[src/rtl/cfg_pkg.sv]
// Shared state encoding, CRC constant and parameter defaults for the scan loader.
// The VERIFY encoding only exists when CFG_READBACK_EN is defined.
package cfg_pkg;

    localparam int CHAIN_LEN_DEF = 16;
    localparam int WORD_W_DEF    = 8;
    localparam logic [7:0] CRC8_POLY = 8'h07;

    typedef enum logic [2:0] {
        IDLE      = 3'd0,
        WAIT_WORD = 3'd1,
        SHIFT     = 3'd2,
`ifdef CFG_READBACK_EN
        VERIFY    = 3'd3,
`endif
        DONE      = 3'd4
    } cfg_state_e;

    // One serial CRC-8 step, MSB-first, feedback taken from the top bit.
    function automatic logic [7:0] crc8_step(input logic [7:0] crc, input logic din);
        crc8_step = {crc[6:0], 1'b0} ^ ((crc[7] ^ din) ? CRC8_POLY : 8'h00);
    endfunction

endpackage

[src/rtl/crc8_serial.sv]
// Bit-serial CRC-8 accumulator; only present when CFG_READBACK_EN is defined,
// because nothing else in the design uses it.
`ifdef CFG_READBACK_EN
module crc8_serial (
    input  logic       clk,
    input  logic       rst_n,
    input  logic       enable,
    input  logic       clear,
    input  logic       din,
    output logic [7:0] crc
);
    import cfg_pkg::*;

    // CRC register: clear has priority over accumulating a new bit
    always_ff @(posedge clk or negedge rst_n) begin
        if (!rst_n) begin
            crc <= 8'h00;
        end else if (clear) begin
            crc <= 8'h00;
        end else if (enable) begin
            crc <= crc8_step(crc, din);
        end else begin
            crc <= crc;
        end
    end

endmodule
`endif

[src/rtl/cfg_scan_loader.sv]
// Loads host words serially, MSB first, into a configuration scan chain.
// CFG_READBACK_EN adds a recirculating VERIFY pass with CRC-8 compare.
module cfg_scan_loader #(
    parameter int CHAIN_LEN = cfg_pkg::CHAIN_LEN_DEF,
    parameter int WORD_W    = cfg_pkg::WORD_W_DEF
) (
    input  logic              scan_clk,
    input  logic              rst_n,
    input  logic              start,
    input  logic              abort,
    input  logic              in_valid,
    input  logic [WORD_W-1:0] in_data,
    output logic              in_ready,
    output logic              scan_en,
    output logic              scan_in,
    input  logic              scan_ret,
    output logic              busy,
    output logic              done,
    output logic              err
);
    import cfg_pkg::*;

    localparam int CW = $clog2(CHAIN_LEN + 1);
    localparam int BW = $clog2(WORD_W + 1);
    localparam logic [CW-1:0] CHAIN_LAST = CW'(CHAIN_LEN - 1);
    localparam logic [BW-1:0] WORD_LAST  = BW'(WORD_W - 1);

    cfg_state_e        state_r, next_state_s;
    logic [WORD_W-1:0] word_r;
    logic [CW-1:0]     bit_cnt_r;
    logic [BW-1:0]     word_bits_r;
    logic              in_ready_r, scan_en_r, busy_r, done_r;
    logic              start_ok_s, hs_s, chain_end_s, word_end_s, verify_next_s;

    assign start_ok_s  = (state_r == IDLE) && start && !abort;
    assign hs_s        = (state_r == WAIT_WORD) && in_valid;
    assign chain_end_s = (bit_cnt_r == CHAIN_LAST);
    // A short final word ends early at the chain length; its low bits are dropped.
    assign word_end_s  = (word_bits_r == WORD_LAST) || chain_end_s;

    // Next-state decode; abort overrides every transition
    always_comb begin
        next_state_s = state_r;
        if (abort) begin
            next_state_s = IDLE;
        end else begin
            case (state_r)
                IDLE: begin
                    if (start) next_state_s = WAIT_WORD;
                    else       next_state_s = IDLE;
                end
                WAIT_WORD: begin
                    if (in_valid) next_state_s = SHIFT;
                    else          next_state_s = WAIT_WORD;
                end
                SHIFT: begin
                    if (chain_end_s) begin
`ifdef CFG_READBACK_EN
                        next_state_s = VERIFY;
`else
                        next_state_s = DONE;
`endif
                    end else if (word_end_s) begin
                        next_state_s = WAIT_WORD;
                    end else begin
                        next_state_s = SHIFT;
                    end
                end
`ifdef CFG_READBACK_EN
                VERIFY: begin
                    if (chain_end_s) next_state_s = DONE;
                    else             next_state_s = VERIFY;
                end
`endif
                DONE:    next_state_s = IDLE;
                default: next_state_s = IDLE;
            endcase
        end
    end

`ifdef CFG_READBACK_EN
    assign verify_next_s = (next_state_s == VERIFY);
`else
    assign verify_next_s = 1'b0;
`endif

    // State register plus outputs registered from the next state
    always_ff @(posedge scan_clk or negedge rst_n) begin
        if (!rst_n) begin
            state_r    <= IDLE;
            in_ready_r <= 1'b0;
            scan_en_r  <= 1'b0;
            busy_r     <= 1'b0;
            done_r     <= 1'b0;
        end else begin
            state_r    <= next_state_s;
            in_ready_r <= (next_state_s == WAIT_WORD);
            scan_en_r  <= (next_state_s == SHIFT) || verify_next_s;
            busy_r     <= (next_state_s != IDLE) && (next_state_s != DONE);
            done_r     <= (next_state_s == DONE);
        end
    end

    // Word shifter and bit counters; the word is zeroed when it is used up
    always_ff @(posedge scan_clk or negedge rst_n) begin
        if (!rst_n) begin
            word_r      <= '0;
            bit_cnt_r   <= '0;
            word_bits_r <= '0;
        end else if (abort) begin
            word_r      <= '0;
            bit_cnt_r   <= bit_cnt_r;
            word_bits_r <= word_bits_r;
        end else if (start_ok_s) begin
            word_r      <= '0;
            bit_cnt_r   <= '0;
            word_bits_r <= '0;
        end else if (hs_s) begin
            word_r      <= in_data;
            bit_cnt_r   <= bit_cnt_r;
            word_bits_r <= '0;
        end else if (state_r == SHIFT) begin
            word_r      <= word_end_s ? '0 : (word_r << 1'b1);
            word_bits_r <= word_bits_r + BW'(1);
`ifdef CFG_READBACK_EN
            bit_cnt_r   <= chain_end_s ? '0 : (bit_cnt_r + CW'(1));
`else
            bit_cnt_r   <= bit_cnt_r + CW'(1);
`endif
`ifdef CFG_READBACK_EN
        end else if (state_r == VERIFY) begin
            word_r      <= word_r;
            bit_cnt_r   <= bit_cnt_r + CW'(1);
            word_bits_r <= word_bits_r;
`endif
        end else begin
            word_r      <= word_r;
            bit_cnt_r   <= bit_cnt_r;
            word_bits_r <= word_bits_r;
        end
    end

    assign in_ready = in_ready_r;
    assign scan_en  = scan_en_r;
    assign busy     = busy_r;
    assign done     = done_r;

`ifdef CFG_READBACK_EN
    logic       verify_r, err_r, mismatch_s;
    logic [7:0] load_crc_s, rb_crc_s;

    // Marks the recirculation pass, where the chain tail feeds back to its head
    always_ff @(posedge scan_clk or negedge rst_n) begin
        if (!rst_n) verify_r <= 1'b0;
        else        verify_r <= verify_next_s;
    end

    assign scan_in = verify_r ? scan_ret : word_r[WORD_W-1];

    crc8_serial u_load_crc (
        .clk    (scan_clk),
        .rst_n  (rst_n),
        .enable (state_r == SHIFT),
        .clear  (start_ok_s),
        .din    (scan_in),
        .crc    (load_crc_s)
    );

    crc8_serial u_rb_crc (
        .clk    (scan_clk),
        .rst_n  (rst_n),
        .enable (state_r == VERIFY),
        .clear  (start_ok_s),
        .din    (scan_ret),
        .crc    (rb_crc_s)
    );

    // The last readback bit is folded in here so err is valid in the DONE cycle.
    assign mismatch_s = (crc8_step(rb_crc_s, scan_ret) != load_crc_s);

    // Sticky error flag, cleared only by an accepted start
    always_ff @(posedge scan_clk or negedge rst_n) begin
        if (!rst_n) begin
            err_r <= 1'b0;
        end else if (start_ok_s) begin
            err_r <= 1'b0;
        end else if ((state_r == VERIFY) && chain_end_s && !abort) begin
            err_r <= err_r | mismatch_s;
        end else begin
            err_r <= err_r;
        end
    end

    assign err = err_r;
`else
    logic unused_scan_ret_s;
    assign unused_scan_ret_s = scan_ret;
    assign scan_in = word_r[WORD_W-1];
    assign err     = 1'b0;
`endif

endmodule
[config.mk]
export PLATFORM = sky130hd
export DESIGN_NAME = cfg_scan_loader
export DESIGN_NICKNAME = d
export VERILOG_FILES = /design/src/rtl/cfg_pkg.sv /design/src/rtl/crc8_serial.sv /design/src/rtl/cfg_scan_loader.sv
export SDC_FILE = /design/constraint.sdc
export NUM_CORES = 1
export LEC_CHECK = 0
export CORE_MARGIN = 2
export CORE_UTILIZATION = 25
export DETAILED_ROUTE_END_ITERATION = 7
export PLACE_DENSITY = 0.4
export SLEW_MARGIN = 20
export SYNTH_ARGS = -nofsm -noshare
export SYNTH_HDL_FRONTEND = slang
export SYNTH_SLANG_ARGS = --single-unit
[constraint.sdc]
create_clock -name scan_clk -period 2.6 [get_ports scan_clk]
set_input_delay 0.39 -clock scan_clk [delete_from_list [all_inputs] [get_ports scan_clk]]
set_output_delay 0.39 -clock scan_clk [all_outputs]
set_load 0.01 [all_outputs]
==> flow_summary_export.csv <==
group,metric,value,unit
outcome,outcome,"finished, final reports clean",
drt,routedWlPerCell,14.1,um
drt,drt.antenna.violating_nets,0,
timing,slew_viol_final,0,
critical_path,crit_path_cell_trace,"clkdlybuf4s50_1 > or4b_4 > nor3_4 > a221o_1",
synthesis,synth.area.mux_share,1.71,%
synthesis,yosysSeqAreaShare,48.1,%
critical_path,startpoint_type,"input pin",
floorplan,die_h,74.6,um
drt,drtIter0Drc,68,
floorplan,die_w,74.6,um
global_routing,grt_pass1_wl,4680,um
timing,rsz0062_at_grt,"false",
place,hpwl,2020,um
synthesis,async_flop_share,100,%
cells_and_area,fin_nets,152,
synthesis,synth-edff-count,0,
critical_path,path_buf_inv,1,
drt,viasPerCell,4.77,
cts,cts_tree,"done",
floorplan,dieArea,0.00557,mm2
cts,cts_buffers,3,
power,power_density,526,mW/mm2
critical_path,cp_top_family,"simple AND/OR/NAND/NOR gates",
synthesis,synthAdderAreaFrac,3.01,%
synthesis,syn_area_per_cell,10.8,um2
synthesis,synth_cell_types,45,
drt,via_count,954,
job,maxCapViolCount,0,
power,irDropWorstVdd,0.318,mV
floorplan,core-area,0.00475,mm2
cells_and_area,post_route_cells_drive_above_1_share,8.27,%
global_routing,grt_start_max_net_pins,25,
critical_path,path_max_fanout,10,
global_routing,antenna_found_initial,0,
timing,setup_tns,0,ps
cts,h-tree-depth,1,
worst_hold_path,hp-class,"input pin to async pin",
synthesis,synthXorXnorAreaFrac,0,%
synthesis,synth_ff_type,"dfrtp_1",
power,power.leakage,0.656,nW
floorplan,ios,20,
synthesis,yosys.area_share.simple,24.9,%
cells_and_area,syn_to_final_growth,22.2,%
cts,clkSlewWorstSetupHoldPaths,80,ps
critical_path,crit_type,"input pin to register",
cts,insertion_delay,260,ps
global_routing,grt_usage,11.1,%
synthesis,synth-seq-cells,24,
timing,fin_skew,2.37,ps
synthesis,netlist_area,0.00125,mm2
cts,cts.path.max_buffers,2,
floorplan,start_util,26.2,%
synthesis,yosysWarnings,0,
critical_path,end_kind,"register",
timing,setup_viol,0,
drt,routed_wl,2810,um
timing,period_minus_slack,1890,ps
synthesis,synth_compound_area_share,17.5,%
drt,drc,0,
critical_path,arrival,2080,ps
place,gp_congestion,0.698,
cts,cts_sinks,24,
synthesis,synth_top_family_by_area,"simple AND/OR/NAND/NOR gates",
floorplan,fp-row-count,25,
timing,max_freq,530,MHz
critical_path,cp.required,2800,ps
synthesis,syn_nets,133,
global_routing,grt_pass1_vias,898,
cts,postCtsSetupRepairBufs,0,
place,io_buffers,17,
global_routing,gr-total-overflow,0,
timing,hold_viol,0,
critical_path,cp_slowest_cell,"or4b_4",
cells_and_area,fillers,492,
cells_and_area,diodes,0,
cts,ctsResizeCount,0,
drt,drt_pass1_iterations,4,
cts,holdBufCountCts,0,
timing,period_share,72.5,%
cells_and_area,utilization,32.1,%
critical_path,slowest_delay,620,ps
cts,root_buffer,"clkbuf_8",
synthesis,synth_cells,116,
[path summary, 6_finish.rpt]
check                        startpoint      endpoint  slack, ps  cells after the start
hold reg to reg            bit_cnt_r[4]  bit_cnt_r[4]        500                      1
min in group scan_clk      bit_cnt_r[4]  bit_cnt_r[4]        500                      1
setup reg to reg             state_r[0]     word_r[2]        830                      3
max in group asynchronous         rst_n     word_r[2]       1880                      2
setup / recovery                  abort     word_r[2]        710                      4
hold / removal                    rst_n     word_r[7]        480                      2
[metal layers]
| layer | vias to the layer above | wire length (um) | global-route usage (%) |
|---|---|---|---|
| li1 | 469 | - | - |
| met1 | 464 | 1410 | 15.1 |
| met2 | 19 | 1270 | 18.2 |
| met3 | 2 | 115 | 2.81 |
| met4 | 0 | 24 | 1.79 |
| met5 | - | 0 | 0 |
[final cells by class]
cell class / instances / area [um2] / area share, %
multi-input cells: 81 / 591 / 38.8
flip-flops and latches: 24 / 601 / 39.4
repair buffers: 19 / 185 / 12.2
inverters: 6 / 22.5 / 1.48
clock buffers: 3 / 41.3 / 2.71
well taps: 67 / 83.8 / 5.50
[sequential cells by signal (all words and copies together), names as in the netlist]
register,flops
done,1
state_r,3
bit_cnt_r,5
busy,1
word_r,8
in_ready,1
word_bits_r,4
scan_en,1
[stage by stage]
stage                     instance area (um2)  total power, mW  setup slack, ps  cells  hold WS (ps)
after global routing                     1520            0.859              639    200           502
after floorplan                          1250            0.538             1070    116          94.4
after global placement                   1480            0.594              457    197           473
after detailed placement                 1480            0.599              432    197           478
after CTS                                1520            0.819              709    200           490
final                                    1520            0.802              714    200           483
[worst register-to-register path, delay by kind of cell (launching register included)]
| kind | cells | cell delay [ps] |
|---|---|---|
| simple gates | 1 | 550 |
| flops | 1 | 530 |
| compound gates | 2 | 580 |
[where the power goes]
| part | internal, mW | switching [mW] |
|---|---|---|
| clock | 0.103 | 0.109 |
| combinational | 0.0725 | 0.0678 |
| sequential | 0.411 | 0.0382 |
[synthesized netlist by cell type (2+ instances only)]
| master | n | area (um2) |
|---|---|---|
| dfrtp_1 | 24 | 601 |
| o21a_1 | 2 | 15.0 |
| buf_2 | 3 | 15.0 |
| nand2b_1 | 4 | 25.0 |
| a221o_1 | 6 | 60.1 |
| nand3_1 | 5 | 25.0 |
| ha_1 | 3 | 37.5 |
| nand2_1 | 5 | 18.8 |
| inv_1 | 6 | 22.5 |
| nor3_1 | 2 | 10.0 |
| a21oi_1 | 2 | 10.0 |
| or2_1 | 2 | 12.5 |
| or3_1 | 2 | 12.5 |
| o21ai_0 | 6 | 30.0 |
| nor2_1 | 3 | 11.3 |
| and3_1 | 7 | 43.8 |
| o211ai_1 | 2 | 15.0 |
| and2_1 | 5 | 31.3 |
[cell usage in the layout, fill, tap and decap left out, types with 2 or more instances in the layout]
cell | Yosys | routed
or2_1 | 2 | 2
nor2_1 | 3 | 3
dfrtp_1 | 24 | 24
nand3_1 | 5 | 5
clkdlybuf4s50_1 | 0 | 17
a21oi_1 | 2 | 2
o21ai_0 | 6 | 6
clkbuf_8 | 0 | 3
o21a_1 | 2 | 2
ha_1 | 3 | 3
nand2b_1 | 4 | 4
and2_1 | 5 | 5
buf_4 | 1 | 2
nor3_1 | 2 | 2
or3_1 | 2 | 2
inv_1 | 6 | 6
and3_1 | 7 | 7
a221o_1 | 6 | 6
nand2_1 | 5 | 5
o211ai_1 | 2 | 2
[kinds of logic after synthesis]
| kind of cell | count (synthesis) |
|---|---|
| and+or+nand+nor | 46 |
| AOI/OAI and AO/OA | 29 |
| muxes | 2 |
| buffers and inverters | 11 |
| adders and majority gates | 3 |
| DFF | 24 |
| other | 1 |
Note: power is estimated with default switching activity, not from simulation.
==> variant 1, RTL diff (same flow settings) <==
The option `CFG_READBACK_EN` is turned on by a define.
--- a/src/rtl/cfg_pkg.sv
+++ b/src/rtl/cfg_pkg.sv
@@ -1,5 +1,7 @@
 // Shared state encoding, CRC constant and parameter defaults for the scan loader.
 // The VERIFY encoding only exists when CFG_READBACK_EN is defined.
+`define CFG_READBACK_EN
+
 package cfg_pkg;
 
     localparam int CHAIN_LEN_DEF = 16;
Check against the original RTL: same outputs for any inputs over 10 cycles, from zero or initial values and one cycle with rst_n low; that may be too few to reach the edited logic, so the function may still have changed.
==> variant 1 against the original RTL <==
  * Wire length up 68%
  * Die area up 59%
  * Final area up 59%
  * Worst setup slack worse by 0.11 ns
  * Cell count up 54%
  * Area after synthesis up 63%
  * Sequential cell count up 18
  * Total power up 76%
  * Global-route usage up 0.42 points
  * Critical path depth down 1
==> variant 1: results (changes against the original RTL) <==
setup_path:
  crit_path_max_incr_delay_ns: 0.49  # -0.13 ns
  regToRegStartpoint: "state_r[1]$_DFF_PN0_"
  cp-startpoint: "scan_ret"
  rr_endpoint: "in_ready$_DFF_PN0_"
  crit_arrival_ns: 1.61  # -0.47 ns
  reg2reg_setup_slack_ns: 0.65  # -0.18 ns
  crit_fanout: 2  # -8
  crit_path_end: "scan_in"
  cp_slowest_cell: "clkdlybuf4s50_1"
drt:
  vias: 1521  # +59%
  vias_per_cell: 4.954  # +3.9%
  initialDrtViolationCount: 50  # -26%
  dr.pass1.iters: 6  # +2
  wl_met1_mm: 2.197  # +56%
  wl_per_cell_um: 15.36  # +9.2%
global_routing:
  grt_start_max_net_pins: 43  # +72%
  grt_pass1_wl_mm: 7.831  # +67%
  grt_use_met1_pct: 14.95  # -0.12 points
  grt_pass1_vias: 1569  # +75%
  globalRouteTotalUtil_pct: 11.49  # +0.42 points
  met3_usage_pct: 3.050  # +0.24 points
  met2_usage_pct: 18.87  # +0.68 points
final_layout:
  top_regs: "u_load_crc.crc (8), u_rb_crc.crc (8), word_r (8)"
  nets: 220  # +45%
  layout-drive-gt1-share_pct: 7.805  # -0.47 points
clocking:
  postCtsResizedCells: 0  # unchanged
  cts_buffers: 5  # +2
  htreeDepth: 2  # +1
  clk_latency_ns: 0.29  # +0.03 ns
synthesis:
  ys_types: 46  # +2.2%
  synth.area.mux_share_pct: 1.047  # -0.66 points
  synth_common_cells: "42 x dfrtp_1, 17 x nor2_1, 15 x a22o_1"
  synth_nets: 201  # +51%
  synth_compound_area_share_pct: 19.35  # +1.9 points
  ys_seq_area_share_pct: 51.76  # +3.6 points
  synthTopCellsByArea: "dfrtp_1 52%, a22o_1 6.5%, xor2_1 4.7%"
placement:
  place.port_buffers: 19  # +2
  dp_slack_ns: 0.4100  # -0.02154 ns
  dpl.cell_count: 299  # +52%
  postPlaceCellArea_um2: 2325  # +57%
  hpwl_mm: 3.530  # +75%
status:
  status: "complete, no violations"
timing:
  whs_ns: 0.08186  # -0.4007 ns
  finClkSkew_ns: 0.007541  # +0.005175 ns
  min_period_ns: 1.998  # +0.1116 ns
power:
  leakagePower_uw: 0.001124  # +71%
[variant 1: changes by cell type after synthesis, sizes merged, moves of 4 or more]
cell	delta
a22o	+16
and2	-4
clkbuf	+4
dfrtp	+18
nor2	+14
xnor2	+7
xor2	+11
[variant 1: area by class of cell]
class                   instances  area, µm²
fillers                       810       5389
flip-flops and latches         42       1051
multi-input cells             127      912.1
repair buffers                 23      217.7
well taps                     102      127.6
clock buffers                   7      86.33
inverters                       5      18.77
clock inverters                 1      5.005
[variant 1: power groups by stage]
stage | clock network, µW | registers [µW] | logic, µW
floorplan | 0 | 750 | 149
global placement | 0 | 768 | 223
detailed placement | 0 | 770 | 226
CTS | 450 | 757 | 226
global route | 482 | 764 | 250
finish | 433 | 757 | 222
[variant 1: critical path, delay by kind of cell]
family                 cells  cell delay (ns)
buffers and inverters      2             0.92
multiplexers               1             0.30
==> variant 2, RTL diff (same flow settings) <==
Made on the original files. Encoding of `cfg_state_e`: now one-hot (4 bits for 4 states).
--- a/src/rtl/cfg_pkg.sv
+++ b/src/rtl/cfg_pkg.sv
@@ -6,14 +6,14 @@
     localparam int WORD_W_DEF    = 8;
     localparam logic [7:0] CRC8_POLY = 8'h07;
 
-    typedef enum logic [2:0] {
-        IDLE      = 3'd0,
-        WAIT_WORD = 3'd1,
-        SHIFT     = 3'd2,
+    typedef enum logic [3:0] {
+        IDLE      = 4'b0001,
+        WAIT_WORD = 4'b0010,
+        SHIFT     = 4'b0100,
 `ifdef CFG_READBACK_EN
         VERIFY    = 3'd3,
 `endif
-        DONE      = 3'd4
+        DONE      = 4'b1000
     } cfg_state_e;
 
     // One serial CRC-8 step, MSB-first, feedback taken from the top bit.
Check against the original RTL: no difference found for any inputs over 10 cycles, from zero or initial values and one cycle with rst_n low; not proved beyond that.
==> variant 2 against the original RTL <==
  * Critical path depth is the same
  * Worst hold slack better by 0.00099 ns
  * Clock power is 8% higher
  * Wire length shrank 9.4%
  * Sequential cell count increased by 1
  * Area after synthesis rose by 5.2%
  * Total power down 9.9%
  * Largest power group unchanged
  * Clock skew rose by 0.00075 ns
  * Core utilization is 0.40 points lower
  * Final area up 5.4%
  * Die area grew 4.9%
  * Worst setup slack got worse by 0.016 ns
==> variant 2: results (changes against the original RTL) <==
status:
  status: "complete, no violations"
global_routing:
  grt_use_met1_pct: 12.72  # -2.4 points
  grt_pass1_vias: 952  # +6.0%
  met2_usage_pct: 14.51  # -3.7 points
  met3_usage_pct: 2.133  # -0.68 points
synthesis:
  synth.area.mux_share_pct: 7.054  # +5.3 points
  synth_compound_area_share_pct: 19.64  # +2.2 points
  synth_common_cells: "24 x dfrtp_1, 7 x inv_1, 7 x mux2i_1, 7 x nor2_1, 7 x o2bb2ai_2"
  ys_seq_area_share_pct: 47.76  # -0.38 points
final_layout:
  nets: 151  # -0.66%
  buffers: 20  # +1
  postLayoutCoreUtil_pct: 31.66  # -0.40 points
  multiInputGateArea_um2: 628.1  # +6.4%
  clkCellAreaFrac_pct: 2.804  # +0.094 points
  layout.nonclk_buf_share_pct: 11.99  # -0.16 points
  seq_area_share_pct: 39.02  # -0.39 points
  multi_input_cells: 77  # -4.9%
  num-fill-cells: 547  # +11%
power:
  p_sw_uw: 173.1  # -20%
  powerComb_uw: 86.5  # -38%
  leakagePower_uw: 0.0006956  # +6.1%
  finalPower_uw: 722.3  # -9.9%
drt:
  wl_met1_mm: 1.276  # -9.2%
  met3_length_um: 97  # -16%
  initialDrtViolationCount: 49  # -28%
  vias: 927  # -2.8%
  vias_per_cell: 4.567  # -4.3%
setup_path:
  regToRegStartpoint: "state_r[1]$_DFF_PN0_"
  reg2reg_depth: 4  # +1
  crit_fanout: 9  # -1
  rr_endpoint: "word_r[1]$_DFFE_PN0P_"
  crit_path_max_incr_delay_ns: 0.59  # -0.03 ns
die:
  die_area_um2: 5845  # +4.9%
placement:
  dp_slack_ns: 0.4697  # +0.03818 ns
  gp_congestion: 0.7480  # +7.2%
timing:
  finClkSkew_ns: 0.003111  # +0.0007452 ns
  whs_ns: 0.4835  # +0.0009940 ns
==> variant 2: cell count changes in the layout (fill, tap and decap cells not counted), sizes merged, moves of 3 or more <==
cell	before	now
a221o	6	0
mux2i	1	7
o2bb2ai	1	7
nor2	3	8
o21ai	7	2
and2	5	1
nand2	5	1
nand3b	1	5
and3	7	4
nor4	0	3
xor2	0	3
==> variant 2: worst max path at each step <==
stage,startpoint,endpoint,slack [ns],depth (start not counted)
3_5_place_dp,in_valid,word_r[2]$_DFFE_PN0P_,0.47,5
4_1_cts,bit_cnt_r[0]$_DFFE_PN0P_,word_r[4]$_DFFE_PN0P_,0.68,6
6_report,state_r[1]$_DFF_PN0_,word_r[1]$_DFFE_PN0P_,0.70,4
5_1_grt,bit_cnt_r[0]$_DFFE_PN0P_,word_r[4]$_DFFE_PN0P_,0.57,6
2_1_floorplan,state_r[1]$_DFF_PN0_,word_r[1]$_DFFE_PN0P_,0.90,5
3_3_place_gp,in_valid,word_r[4]$_DFFE_PN0P_,0.48,5
